===== src/rtl/alu_pkg.sv =====
// alu_pkg: opcode and state enums plus op classification shared by the sequential ALU
package alu_pkg;
    typedef enum logic [3:0] {
        OP_PASS, OP_ADD, OP_SUB, OP_AND, OP_OR, OP_XOR, OP_NOT, OP_NEG,
        OP_SHL, OP_SHR, OP_ASR, OP_SWAPH, OP_SWAPN, OP_MUL, OP_DIV, OP_RSVD
    } op_e;
    typedef enum logic [1:0] {IDLE, EXEC, DONE} state_e;
    function automatic logic is_multicycle(op_e o);
        return o == OP_MUL || o == OP_DIV;
    endfunction
endpackage


===== src/rtl/alu_muldiv.sv =====
// alu_muldiv: iterative shift-add multiplier / restoring divider, one bit per cycle
module alu_muldiv #(
    parameter int WIDTH = 16
) (
    input  logic             clk,
    input  logic             rst,
    input  logic             start,
    input  logic [WIDTH-1:0] a,
    input  logic [WIDTH-1:0] b,
    input  logic             is_div,
    output logic             done,
    output logic [WIDTH-1:0] lo,
    output logic [WIDTH-1:0] hi,
    output logic             dz
);
    localparam int CW = $clog2(WIDTH);
    logic             busy, div_q, dz_q;
    logic [CW-1:0]    cnt;
    logic [WIDTH-1:0] hi_q, lo_q, m_q, diff;
    logic [WIDTH:0]   sum, r_sh;
    logic             ge;
    // lo/hi are the post-step values so the owner can capture them on the final step edge
    always_comb begin
        sum  = {1'b0, hi_q} + (lo_q[0] ? {1'b0, m_q} : '0);
        r_sh = {hi_q, lo_q[WIDTH-1]};
        ge   = r_sh >= {1'b0, m_q};
        diff = r_sh[WIDTH-1:0] - m_q;
        hi   = div_q ? (ge ? diff : r_sh[WIDTH-1:0]) : sum[WIDTH:1];
        lo   = div_q ? {lo_q[WIDTH-2:0], ge} : {sum[0], lo_q[WIDTH-1:1]};
    end
    assign done = busy && cnt == CW'(WIDTH - 1);
    assign dz   = dz_q;
    always_ff @(posedge clk) begin
        if (rst) begin
            busy  <= 1'b0;
            div_q <= 1'b0;
            dz_q  <= 1'b0;
            cnt   <= '0;
            hi_q  <= '0;
            lo_q  <= '0;
            m_q   <= '0;
        end else if (start) begin
            busy  <= 1'b1;
            div_q <= is_div;
            dz_q  <= b == '0;
            cnt   <= '0;
            hi_q  <= '0;
            lo_q  <= a;
            m_q   <= b;
        end else if (busy) begin
            hi_q <= hi;
            lo_q <= lo;
            cnt  <= cnt + 1'b1;
            if (done) busy <= 1'b0;
        end
    end
endmodule


===== src/rtl/alu_seq.sv =====
// alu_seq: multi-cycle ALU with registered flags and valid/ready handshakes on both sides
module alu_seq import alu_pkg::*; #(
    parameter int WIDTH = 16,
    parameter int OPW   = 4
) (
    input  logic             clk,
    input  logic             rst,
    input  logic             in_valid,
    output logic             in_ready,
    input  logic [OPW-1:0]   op,
    input  logic             ci,
    input  logic [WIDTH-1:0] a,
    input  logic [WIDTH-1:0] b,
    output logic             out_valid,
    input  logic             out_ready,
    output logic [WIDTH-1:0] y,
    output logic [WIDTH-1:0] y_hi,
    output logic             zero,
    output logic             neg,
    output logic             carry,
    output logic             dz
);
    state_e           state;
    op_e              op_q;
    logic             ci_q, r_c, md_done, md_dz;
    logic [WIDTH-1:0] a_q, b_q, r_y, r_hi, md_lo, md_hi;
    assign in_ready  = state == IDLE;
    assign out_valid = state == DONE;
    alu_muldiv #(.WIDTH(WIDTH)) u_muldiv (
        .clk(clk), .rst(rst),
        .start(in_valid && in_ready && is_multicycle(op_e'(op))),
        .a(a), .b(b), .is_div(op_e'(op) == OP_DIV),
        .done(md_done), .lo(md_lo), .hi(md_hi), .dz(md_dz)
    );
    always_comb begin
        r_y = '0;
        r_c = 1'b0;
        case (op_q)
            OP_PASS:  r_y = b_q;
            OP_ADD:   {r_c, r_y} = {1'b0, a_q} + {1'b0, b_q} + {{WIDTH{1'b0}}, ci_q};
            OP_SUB:   {r_c, r_y} = {1'b0, a_q} - {1'b0, b_q} - {{WIDTH{1'b0}}, ci_q};
            OP_AND:   r_y = a_q & b_q;
            OP_OR:    r_y = a_q | b_q;
            OP_XOR:   r_y = a_q ^ b_q;
            OP_NOT:   r_y = ~a_q;
            OP_NEG:   r_y = -a_q;
            OP_SHL:   {r_c, r_y} = {a_q, ci_q};
            OP_SHR:   {r_y, r_c} = {ci_q, a_q};
            OP_ASR:   {r_y, r_c} = {a_q[WIDTH-1], a_q};
            OP_SWAPH: r_y = {a_q[WIDTH/2-1:0], a_q[WIDTH-1:WIDTH/2]};
            OP_SWAPN: for (int i = 0; i < WIDTH / 8; i++) r_y[8*i+:8] = {a_q[8*i+:4], a_q[8*i+4+:4]};
            OP_MUL:   {r_c, r_y} = {|md_hi, md_lo};
            OP_DIV:   r_y = md_lo;
            default:  r_y = '0;
        endcase
        r_hi = is_multicycle(op_q) ? md_hi : '0;
    end
    always_ff @(posedge clk) begin
        if (rst) begin
            state <= IDLE;
            op_q  <= OP_PASS;
            ci_q  <= 1'b0;
            a_q   <= '0;
            b_q   <= '0;
            y     <= '0;
            y_hi  <= '0;
            zero  <= 1'b0;
            neg   <= 1'b0;
            carry <= 1'b0;
            dz    <= 1'b0;
        end else begin
            case (state)
                IDLE: if (in_valid) begin
                    state <= EXEC;
                    op_q  <= op_e'(op);
                    ci_q  <= ci;
                    a_q   <= a;
                    b_q   <= b;
                end
                EXEC: if (!is_multicycle(op_q) || md_done) begin
                    state <= DONE;
                    y     <= r_y;
                    y_hi  <= r_hi;
                    zero  <= r_y == '0;
                    neg   <= r_y[WIDTH-1];
                    carry <= r_c;
                    dz    <= op_q == OP_DIV && md_dz;
                end
                default: if (out_ready) state <= IDLE;
            endcase
        end
    end
endmodule


===== config.mk =====
export PLATFORM = sky130hd
export DESIGN_NAME = alu_seq
export DESIGN_NICKNAME = d
export VERILOG_FILES = /design/src/rtl/alu_pkg.sv /design/src/rtl/alu_muldiv.sv /design/src/rtl/alu_seq.sv
export SDC_FILE = /design/constraint.sdc
export NUM_CORES = 1
export LEC_CHECK = 0
export ABC_AREA = 1
export BUFFER_PORTS_ARGS = -buffer_cell sky130_fd_sc_hd__buf_2
export CAP_MARGIN = 20
export CELL_PAD_IN_SITES_DETAIL_PLACEMENT = 1
export CELL_PAD_IN_SITES_GLOBAL_PLACEMENT = 2
export CORE_AREA = 2 2 198 200
export CTS_CLUSTER_DIAMETER = 80
export DETAILED_ROUTE_END_ITERATION = 10
export DIE_AREA = 0 0 200 202
export MAX_ROUTING_LAYER = met4
export PLACE_DENSITY = 0.77
export RECOVER_POWER = 25
export SKIP_CTS_REPAIR_TIMING = 1
export SYNTH_ARGS = -nofsm -noshare
export SYNTH_HDL_FRONTEND = slang
export SYNTH_SLANG_ARGS = --single-unit

===== constraint.sdc =====
create_clock -name clk -period 2.8 [get_ports clk]
set_input_delay 0.28 -clock clk [delete_from_list [all_inputs] [get_ports clk]]
set_output_delay 0.28 -clock clk [all_outputs]
set_load 0.02 [all_outputs]

# == After elaboration in Yosys (flattened, before gate mapping) ==
# Cells that the tools add are included.
# totals
register_bits,130
inputBits,41
output_inout_bits,38
elab_cells,89
# op_classes
n_addsub,8
n_lt_le_gt_ge,1
n_eq_ne,21
mux,16
bitwise_logic,4
n_reduce_logical,21
# ops
op,n
$pmux W16 S14,1
$mux W16,7
$eq A4 B4 Y1 const B,10
$logic_not A16 Y1,2
$add A16 B16 Y17,1
$add A16 B17 Y17,1
$add A17 B1 Y17,1
$ge A17 B16 Y1,1
$sub A16 B16 Y17,1
$sub A17 B1 Y17,1
$and A16 B16 Y16,1
$eq A4 B3 Y1 const B,4
$neg A16 Y16,1
$not A16 Y16,1
$or A16 B16 Y16,1
$reduce_or A16 Y1,1
$sub A16 B16 Y16,1
$xor A16 B16 Y16,1
$eq A4 B2 Y1 const B,2
$mux W2,3
$reduce_or A2 Y1,3
$pmux W1 S5,1
$add A4 B1 Y4 const B,1
$eq A4 B1 Y1 const B,1
14 further kinds,23

# == Logic depth before layout (Yosys ltp) ==
# Gate-level depths: netlist of run 1.
# logic_depth
ltp_word,6
mapped_depth,23
ltp_nobuf,22

# == Cells and area by module ==
# From an unflattened synthesis of run 1, not the netlist that was laid out.
# unflattened
hier_cells,2077
hier_area_um2,11984.0
# by_module_without_submodules
mod,instances,cells_per_inst,area_each_um2,seq_area_each_um2
alu_seq,1,1270,7243.2,1481.4
alu_muldiv,1,807,4740.8,1101.1

# == Least setup slack after synthesis of run 1 ==
# No wires, ideal clock.
# synth_timing
path_kind,register to register
start,reg a_q[4]
end,reg zero
setup_time_ns,0.071
arrival_ns,2.646
path_slack_ns,0.083
path_stages_with_launch,16
period_less_slack_ns,2.717
cell_sequence,dfxtp_1 -> inv_1 -> clkbuf_1 -> ha_1 -> ha_1 -> a21o_1 -> a21oi_1 -> nand2_1 -> or2_2 -> nand3_1 -> nand3_1 -> nor2_1 -> nand2_1 -> nor2_1 -> nand3_1 -> a21oi_1
# synth_via
elab_chain_len,4
word_cells_on_any_way,11
# synth_lines
element,line,source
from (decl),alu_seq.sv:26,"logic [WIDTH-1:0] a_q, b_q, r_y, r_hi, md_lo, md_hi;"
from (signal assigned),alu_seq.sv:63,a_q <= '0;
from (signal assigned),alu_seq.sv:77,a_q <= a;
$sub A16 B16 Y17 / $add A16 B16 Y17 (equally long branches),"alu_seq.sv:41, alu_seq.sv:40",
$sub A17 B1 Y17 / $add A17 B1 Y17 (equally long branches),"alu_seq.sv:41, alu_seq.sv:40",
$pmux W16 S14 (*),alu_seq.sv:38,case (op_q)
$logic_not A16 Y1 (*),alu_seq.sv:84,zero <= r_y == '0;
to (signal assigned),alu_seq.sv:67,zero <= 1'b0;
to (signal assigned),alu_seq.sv:84,
to (decl),alu_seq.sv:18,"output logic zero,"
# Mark *: on every way between the ends. The rest lies on a longest branch, timed or not.
# A chain may end at the register's enable or synchronous reset.

# == Worst setup path in the final report of run 1 ==
# layout_timing
start,reg a_q[0]
end,reg zero
# Same word-level chain as after synthesis.

==> results.sh, run 1 <==
export IMPL_netlist_area_sq_um=11300
export IMPL_grt_overflow_total=0
export IMPL_internal_power_mw=5.56
export IMPL_synth_top_area_share=0.228
export IMPL_drt_initial_drc_count=934
export IMPL_antenna_found_initial=0
export IMPL_fin_total_pwr_mw=10.1
export IMPL_slew_violations=0
export IMPL_ys_seq_area_frac=0.228
export IMPL_rows=72
export IMPL_fin_hold_ws_ps=125
export IMPL_crit_type="flop to flop"
export IMPL_dpl_cell_count=2576
export IMPL_grt_pass1_wl_um=82300
export IMPL_fmax_ghz=0.373
export IMPL_grt_setup_unrepaired="true"
export IMPL_final_common_cell="nand2_1"
export IMPL_fin_skew_ps=19.5
export IMPL_power_frac_comb=0.542
export IMPL_async_reset_ff_frac=0
export IMPL_cts_path_max_buffers=2
export IMPL_fin_cells=2618
export IMPL_tightest_slew_ps=1480
export IMPL_synth_seq_cells=129
export IMPL_dp_slack_ps=-153
export IMPL_drive_gt1_frac=0.211
export IMPL_root_buffer="clkbuf_16"
export IMPL_vias=13526
export IMPL_wirelength_um=54500
export IMPL_fillers=5031
export IMPL_critPathCaptureType="flop"
export IMPL_path_clk_slew_ps=80
export IMPL_place_congestion=0.989
export IMPL_area_growth_syn_to_layout_pct=30.1
export IMPL_synth_area_top_cells="dfxtp_1, nand2_1, ha_1"
export IMPL_antenna_cells=0
export IMPL_synth_edf_count=0
export IMPL_drcViolationCount=0
export IMPL_viasPerCell=5.17
export IMPL_status="complete, no violations"
export IMPL_wl_per_cell_um=20.8
export IMPL_fp_dieH_um=202
export IMPL_io_buffers=78
export IMPL_maxCapViolCount=0
export IMPL_yosysTopAreaCell="dfxtp_1"
export IMPL_ant_nets=0
export IMPL_syn_avg_cell_area_sq_um=6.12
export IMPL_synth_cell_types=51
export IMPL_switching_share=0.450
export IMPL_power_density_nw_per_um2=687
export IMPL_dpl_hpwl_um=44400
export IMPL_clock_sinks=129
export IMPL_initial_core_util=0.296
export IMPL_numCtsBuffers=17
export IMPL_hp_class="primary input to flop"
export IMPL_fin_setup_tns_ps=0
export IMPL_grt_pass1_vias=13750
export IMPL_required_ps=3110
export IMPL_pin_count=79
export IMPL_finalSetupViolations=0
export IMPL_layout_common_cells="nand2_1, inv_1, buf_4"
export IMPL_track_usage=0.281
export IMPL_die_area_sq_um=40400
export IMPL_firstDrtPassIters=5
export IMPL_worst_ep_arrival_time_ps=2990
export IMPL_finalHoldViolCount=0
export IMPL_grt_start_max_net_pins=76
export IMPL_core_sq_um=38300
export IMPL_p_sw_mw=4.56
export IMPL_p_leak_nw=7.08
export IMPL_clockPowerShare=0.241
export IMPL_die_x_um=200
export IMPL_cp_start_kind="flop"
export IMPL_cts_tree="yes"
export IMPL_ir_drop_mv=0.468
export IMPL_nets=2230
export IMPL_clk_latency_ps=460
export IMPL_power_frac_seq=0.217
export IMPL_max_slew_margin=0.0113
export IMPL_period_share=0.956
export IMPL_crit_fanout=4
export IMPL_synth_fp_nets=1995
export IMPL_ys_warn_count=0
export IMPL_min_period_ps=2680
export IMPL_setup_slack_ps=122
export IMPL_cts_htree_levels=4
export IMPL_postSynth_topFlopCell="dfxtp_1"
export IMPL_synthCells=1852
-- registers in the layout, indices dropped and copies added (netlist names) --
name	cells
state	2
y_hi	16
u_muldiv.cnt	4
u_muldiv.busy	1
carry	1
u_muldiv.hi_q	16
u_muldiv.m_q	16
zero	1
u_muldiv.div_q	1
u_muldiv.dz	1
y	16
u_muldiv.lo_q	16
dz	1
a_q	16
op_q	4
ci_q	1
b_q	16
-- stage by stage --
stage	cell area, sq um	util
floorplan	11300	-
global route	14700	0.385
detailed placement	13600	0.354
CTS	14200	0.370
finish	14700	0.385
global placement	13600	0.354
-- worst max-delay path: stages (launching register included) --
cell and delay (ps):
dfxtp_2 350, buf_4 160, clkinv_1 60, ha_1 170, inv_1 90, nor3_4 250, buf_4 160, nand3_1 80
buf_4 150, nand3b_1 150, a21oi_1 320, nor2_1 180, nand2_1 90, nor2_1 60, nand3_1 90, nor2_1 50
nand3_1 60, a21oi_1 60
-- worst paths after layout --
kind / startpoint / slack [ps] / cells after the start / to
setup reg to reg: a_q[0]$_SDFFE_PP0P_ / 120 / 17 / zero$_SDFFE_PP0P_
hold / removal: out_ready / 130 / 4 / state[1]$_SDFFE_PP0P_
setup / recovery: a_q[0]$_SDFFE_PP0P_ / 120 / 17 / zero$_SDFFE_PP0P_
hold reg to reg: y_hi[9]$_SDFFE_PP0P_ / 470 / 2 / y_hi[9]$_SDFFE_PP0P_
-- cell usage after synthesis (2+ instances only) --
cell type	instances
o211ai_1	5
a211oi_1	5
o2111ai_1	10
nand2_2	10
nor2_1	195
nand2_1	445
a21oi_2	4
nand3b_1	8
a21boi_0	2
nor2_2	5
nand3_1	107
a21o_1	5
a21oi_1	168
or2_2	6
nand3_2	10
and2_1	4
clkinv_1	8
o21a_1	4
inv_1	233
xnor2_1	5
inv_2	16
o21ai_0	164
ha_1	96
o221ai_1	3
o22ai_1	45
fa_1	6
nor4_1	10
buf_2	21
buf_4	3
dfxtp_1	129
nand4_1	33
clkbuf_1	38
o21bai_1	3
mux2i_1	3
nor3_1	25
xor2_1	3
-- layout make-up --
type,count,area [sq um],area share
multi-input combinational,1401,7980,0.542
clock inverter,13,175,0.0119
sequential,129,2600,0.177
clock buffer,19,443,0.0301
timing repair buffer,281,1910,0.130
inverter,257,972,0.0660
tap,518,648,0.0440
-- kinds of logic after synthesis --
family,synth area share
adder cells (fa/ha/maj),0.117
AND/OR/NAND/NOR,0.330
buffers and inverters,0.112
flip-flops,0.228
XOR/XNOR,0.00618
multiplexers,0.00265
AO/OA/AOI/OAI,0.206
-- routing by layer --
metal	wire length, um	vias to the layer above	track usage
li1	-	6599	-
met1	27100	6477	0.401
met2	22500	381	0.398
met3	3650	69	0.0579
met4	1280	0	0.0770
met5	0	-	-
-- power by group through the flow --
stage | registers (mW) | clock network, mW | logic (mW)
2_1_floorplan | 2.27 | 0 | 2.79
3_3_place_gp | 2.21 | 0 | 4.93
3_5_place_dp | 2.22 | 0 | 5.02
4_1_cts | 2.18 | 2.48 | 5.05
5_1_grt | 2.22 | 2.56 | 6.02
6_report | 2.20 | 2.44 | 5.48
Power figures use the tool's default switching activity.
==> run 2, diff against run 1 <==
- CELL_PAD_IN_SITES_DETAIL_PLACEMENT: 1 -> 2
- CORE_AREA: 2 2 198 200 -> 2 2 186 188
- DIE_AREA: 0 0 200 202 -> 0 0 188 190
- PLACE_DENSITY: 0.77 -> 0.83
- clock period: 2.8 -> 2.7 ns (I/O delays scaled with it)
==> results.sh, run 2 (synthesized netlist as in run 1, its figures left out) <==
export IMPL_fin_total_pwr_mw=12.6
export IMPL_antenna_found_initial=6
export IMPL_initial_core_util=0.334
export IMPL_grt_pass1_vias=16412
export IMPL_rows=68
export IMPL_dpl_cell_count=2558
export IMPL_grt_pass1_wl_um=104000
export IMPL_path_clk_slew_ps=80
export IMPL_worstPathCellList="inv_1, nor2_1, nand2_2, nand2_1, nand2_1, nand2_1, nor4_2, buf_4, nand4_1, nor2_2, nand2_2, nor2_4, nand3_2, a21oi_2"
export IMPL_status="finished, violations left"
export IMPL_violations="setup timing"
export IMPL_slew_violations=0
export IMPL_p_sw_mw=6.19
export IMPL_place_congestion=1.00
export IMPL_cp_start_kind="flop"
export IMPL_die_area_sq_um=35700
export IMPL_crit_type="flop to flop"
export IMPL_track_usage=0.397
export IMPL_grt_setup_unrepaired="true"
export IMPL_firstDrtPassIters=5
export IMPL_finalSetupViolations=33
export IMPL_multiInputGateArea_sq_um=8360
export IMPL_fin_skew_ps=24.4
export IMPL_core_sq_um=33900
export IMPL_worst_ep_arrival_time_ps=3530
export IMPL_fin_setup_tns_ps=-3500
export IMPL_area_growth_syn_to_layout_pct=37.7
export IMPL_setup_slack_ps=-424
export IMPL_io_buffers=78
export IMPL_cts_htree_levels=4
export IMPL_slowest_stage="nor4_2"
export IMPL_cts_path_max_buffers=2
export IMPL_stdcell_area_sq_um=15600
export IMPL_slowest_delay_ps=640
export IMPL_cts_tree="yes"
export IMPL_max_slew_margin=0.308
export IMPL_wl_per_cell_um=32.8
export IMPL_tightest_slew_ps=1040
export IMPL_dpl_hpwl_um=51500
export IMPL_final_common_cell="nand2_1"
export IMPL_grt_overflow_total=0
export IMPL_clk_latency_ps=490
export IMPL_grt_start_max_net_pins=65
export IMPL_clock_sinks=129
export IMPL_fillers=4029
export IMPL_seq_area_sq_um=2620
export IMPL_drt_initial_drc_count=1483
export IMPL_hp_class="primary input to flop"
export IMPL_crit_fanout=7
export IMPL_root_buffer="clkbuf_16"
export IMPL_maxCapViolCount=0
export IMPL_clockPowerShare=0.224
export IMPL_finalHoldViolCount=0
export IMPL_viasPerCell=6.31
export IMPL_internal_power_mw=6.36
export IMPL_ir_drop_mv=0.559
export IMPL_layout_common_cells="nand2_1, buf_4, inv_1"
export IMPL_critPathCaptureType="flop"
export IMPL_numCtsBuffers=17
export IMPL_power_frac_seq=0.186
export IMPL_drcViolationCount=0
export IMPL_power_frac_comb=0.590
export IMPL_ant_nets=0
export IMPL_power_density_nw_per_um2=805
export IMPL_pin_count=79
export IMPL_min_period_ps=3120
export IMPL_fin_cells=2622
export IMPL_fp_dieH_um=190
export IMPL_switching_share=0.493
export IMPL_wirelength_um=86000
export IMPL_place_area_sq_um=13900
export IMPL_p_leak_nw=7.44
export IMPL_fmax_ghz=0.320
export IMPL_die_x_um=188
export IMPL_drive_gt1_frac=0.274
export IMPL_nets=2292
export IMPL_crit_top_cell="nand2_1"
export IMPL_fin_hold_ws_ps=136
export IMPL_period_share=1.16
export IMPL_vias=16544
export IMPL_required_ps=3100
run 2: cell count changes in the layout (fill, tap and decap cells not counted), moves of 9 or more:
cell and delta:
a21oi_2 +10, dfxtp_2 +12, nor2_1 -10, o21ai_0 -12, inv_1 -14, nand2_2 +12
nand2_1 -13, a21oi_1 -9, ha_1 -21, o21ai_1 +11, inv_2 +14, buf_4 +57
dfxtp_1 -13, ha_4 +16
run 2: path summary, 6_finish.rpt:
path	startpoint	endpoint	slack, ps	cells after the start
worst min-delay path	out_ready	state[1]$_SDFFE_PP0P_	140	4
worst max register to register	op_q[1]$_SDFFE_PP0P_	zero$_SDFFE_PP0P_	-420	14
worst min register to register	u_muldiv.lo_q[4]$_SDFFE_PP0P_	u_muldiv.lo_q[4]$_SDFFE_PP0P_	480	2
worst max-delay path	op_q[1]$_SDFFE_PP0P_	zero$_SDFFE_PP0P_	-420	14
run 2: per-layer routing:
metal,GRT usage,part of all wire,vias to the layer above,wire [um]
met3,0.0671,0.090,488,7700
met2,0.644,0.45,1120,39000
met4,0.158,0.073,0,6310
met1,0.493,0.38,8225,33000
li1,-,-,6711,-
met5,-,0,-,0
run 2: critical path: cells and delay by family (launching register included):
family	cells	cell delay (ps)
DFF	1	360
AOI/OAI and AO/OA	1	140
and+or+nand+nor	11	2150
buffers and inverters	2	370
run 2: final cells by class:
class | instances | share of cell area
timing repair buffer | 342 | 0.156
tap | 455 | 0.0365
sequential | 129 | 0.168
antenna | 6 | 0.000962
inverter | 257 | 0.0623
multi-input combinational | 1402 | 0.535
clock buffer | 17 | 0.0273
clock inverter | 14 | 0.0136
run 2: power groups by stage:
stage	Combinational (mW)	Clock, mW	Sequential [mW]
6_report	7.41	2.81	2.34
5_1_grt	7.66	2.86	2.35
4_1_cts	5.82	2.74	2.28
3_5_place_dp	5.61	0	2.31
3_3_place_gp	5.27	0	2.29
2_1_floorplan	2.89	0	2.36
run 2: stage by stage:
stage / setup WS (ps) / utilization
final: -424 / 0.460
after floorplan: 21.3 / -
after CTS: -592 / 0.428
after global placement: -181 / 0.409
after global routing: -507 / 0.460
after detailed placement: -326 / 0.409
==> run 3, diff against run 2 <==
==> constraint.sdc (replaced) <==
create_clock -name clk -period 2.7 [get_ports clk]
set_input_delay 0.81 -clock clk [delete_from_list [all_inputs] [get_ports clk]]
set_output_delay 0.81 -clock clk [all_outputs]
set_load 0.02 [all_outputs]
==> results.sh, run 3 (synthesized netlist as in run 1, its figures left out) <==
export IMPL_status="finished, violations left"
export IMPL_violations="setup timing"
export IMPL_grt_pass1_wl_um=104000
export IMPL_layout_common_cells="nand2_1, buf_4, inv_1"
export IMPL_drive_gt1_frac=0.319
export IMPL_wirelength_um=89500
export IMPL_switching_share=0.517
export IMPL_root_buffer="clkbuf_16"
export IMPL_drt_initial_drc_count=2026
export IMPL_grt_start_max_net_pins=76
export IMPL_path_clk_slew_ps=110
export IMPL_crit_fanout=3
export IMPL_crit_type="flop to flop"
export IMPL_finalSetupViolations=21
export IMPL_grt_overflow_total=0
export IMPL_rows=68
export IMPL_die_area_sq_um=35700
export IMPL_fin_util=0.470
export IMPL_track_usage=0.401
export IMPL_grt_pass1_vias=16451
export IMPL_worst_ep_arrival_time_ps=3650
export IMPL_place_congestion=1.03
export IMPL_clock_sinks=129
export IMPL_nets=2296
export IMPL_fp_dieH_um=190
export IMPL_power_frac_seq=0.185
export IMPL_fin_total_pwr_mw=12.7
export IMPL_critPathCaptureType="flop"
export IMPL_slew_violations=0
export IMPL_required_ps=3100
export IMPL_maxCapViolCount=0
export IMPL_cp_start_kind="flop"
export IMPL_power_density_nw_per_um2=799
export IMPL_setup_slack_ps=-552
export IMPL_tightest_slew_ps=1000
export IMPL_drcViolationCount=0
export IMPL_cts_path_max_buffers=2
export IMPL_finalHoldViolCount=0
export IMPL_grt_setup_unrepaired="true"
export IMPL_fin_skew_ps=42.2
export IMPL_cts_htree_levels=4
export IMPL_p_sw_mw=6.58
export IMPL_die_x_um=188
export IMPL_min_period_ps=3250
export IMPL_vias=16951
export IMPL_area_growth_syn_to_layout_pct=40.7
export IMPL_wl_per_cell_um=34.0
export IMPL_pin_count=79
export IMPL_cts_tree="yes"
export IMPL_viasPerCell=6.45
export IMPL_ir_drop_mv=0.584
export IMPL_antenna_found_initial=6
export IMPL_io_buffers=78
export IMPL_ant_nets=0
export IMPL_internal_power_mw=6.16
export IMPL_power_frac_comb=0.607
export IMPL_clockPowerShare=0.208
export IMPL_core_sq_um=33900
export IMPL_period_share=1.20
export IMPL_fmax_ghz=0.308
export IMPL_dpl_hpwl_um=53000
export IMPL_firstDrtPassIters=5
export IMPL_dp_slack_ps=-374
export IMPL_hp_class="flop to flop"
export IMPL_initial_core_util=0.334
export IMPL_p_leak_nw=7.64
export IMPL_final_common_cell="nand2_1"
export IMPL_clk_latency_ps=500
export IMPL_numCtsBuffers=17
export IMPL_fin_setup_tns_ps=-3660
export IMPL_max_slew_margin=0.328
[run 3: cell count changes in the layout (fill, tap and decap cells not counted), moves of 5 or more]
cell / delta
buf_2: +36
clkbuf_1: -36
nand2_1: -17
nand2_2: +16
nor2_1: -10
nand3_1: -7
nor3_2: +7
ha_1: -6
nor2_2: +6
nor3_1: -6
buf_6: +5
dfxtp_2: -5
nand3_2: +5
[run 3: critical path: stages, from the launching register on]
cell and delay (ps):
dfxtp_4 390, inv_2 90, fa_2 250, inv_1 90, fa_2 350, inv_1 140, nor2_4 70, o21ai_2 200
o21ai_0 160, nor4_1 380, nand2_2 160, nor2_1 230, nand4_1 200, nor2_2 180, nand3_1 100, a21oi_1 150
[run 3: power by group through the flow]
| stage | Clock, mW | Combinational, mW | Sequential (mW) |
|---|---|---|---|
| 2_1_floorplan | 0 | 2.89 | 2.36 |
| 3_3_place_gp | 0 | 5.29 | 2.30 |
| 3_5_place_dp | 0 | 5.67 | 2.32 |
| 4_1_cts | 2.54 | 5.81 | 2.30 |
| 5_1_grt | 2.69 | 7.89 | 2.36 |
| 6_report | 2.66 | 7.74 | 2.35 |
[run 3: final timing paths]
kind / start / depth (start not counted) / slack [ps] / end
worst min register to register: y_hi[13]$_SDFFE_PP0P_ / 2 / 480 / y_hi[13]$_SDFFE_PP0P_
worst max register to register: b_q[0]$_SDFFE_PP0P_ / 15 / -550 / zero$_SDFFE_PP0P_
worst max-delay path: b_q[0]$_SDFFE_PP0P_ / 15 / -550 / zero$_SDFFE_PP0P_
worst min-delay path: y_hi[13]$_SDFFE_PP0P_ / 2 / 480 / y_hi[13]$_SDFFE_PP0P_
[run 3: final cells by class]
class	instances	area (sq um)
Clock inverter	14	156
Fill cell	3980	18000
Tap cell	455	569
Inverter	257	975
Sequential cell	129	2630
Clock buffer	18	439
Timing Repair Buffer	346	2540
Antenna cell	7	17.5
Multi-Input combinational cell	1402	8610
[run 3: stage by stage]
stage	cells	instance area (sq um)	hold slack [ps]
floorplan	1852	11300	441
global placement	2570	14000	449
detailed placement	2570	14000	464
CTS	2602	14600	475
global route	2628	15900	491
finish	2628	15900	481
[run 3: layer usage]
layer  share of wire  GRT usage  up-vias
li1                -          -     6727
met4           0.074      0.171        0
met3            0.10     0.0887      531
met2            0.45      0.650     1341
met5               0          -        -
met1            0.37      0.480     8352
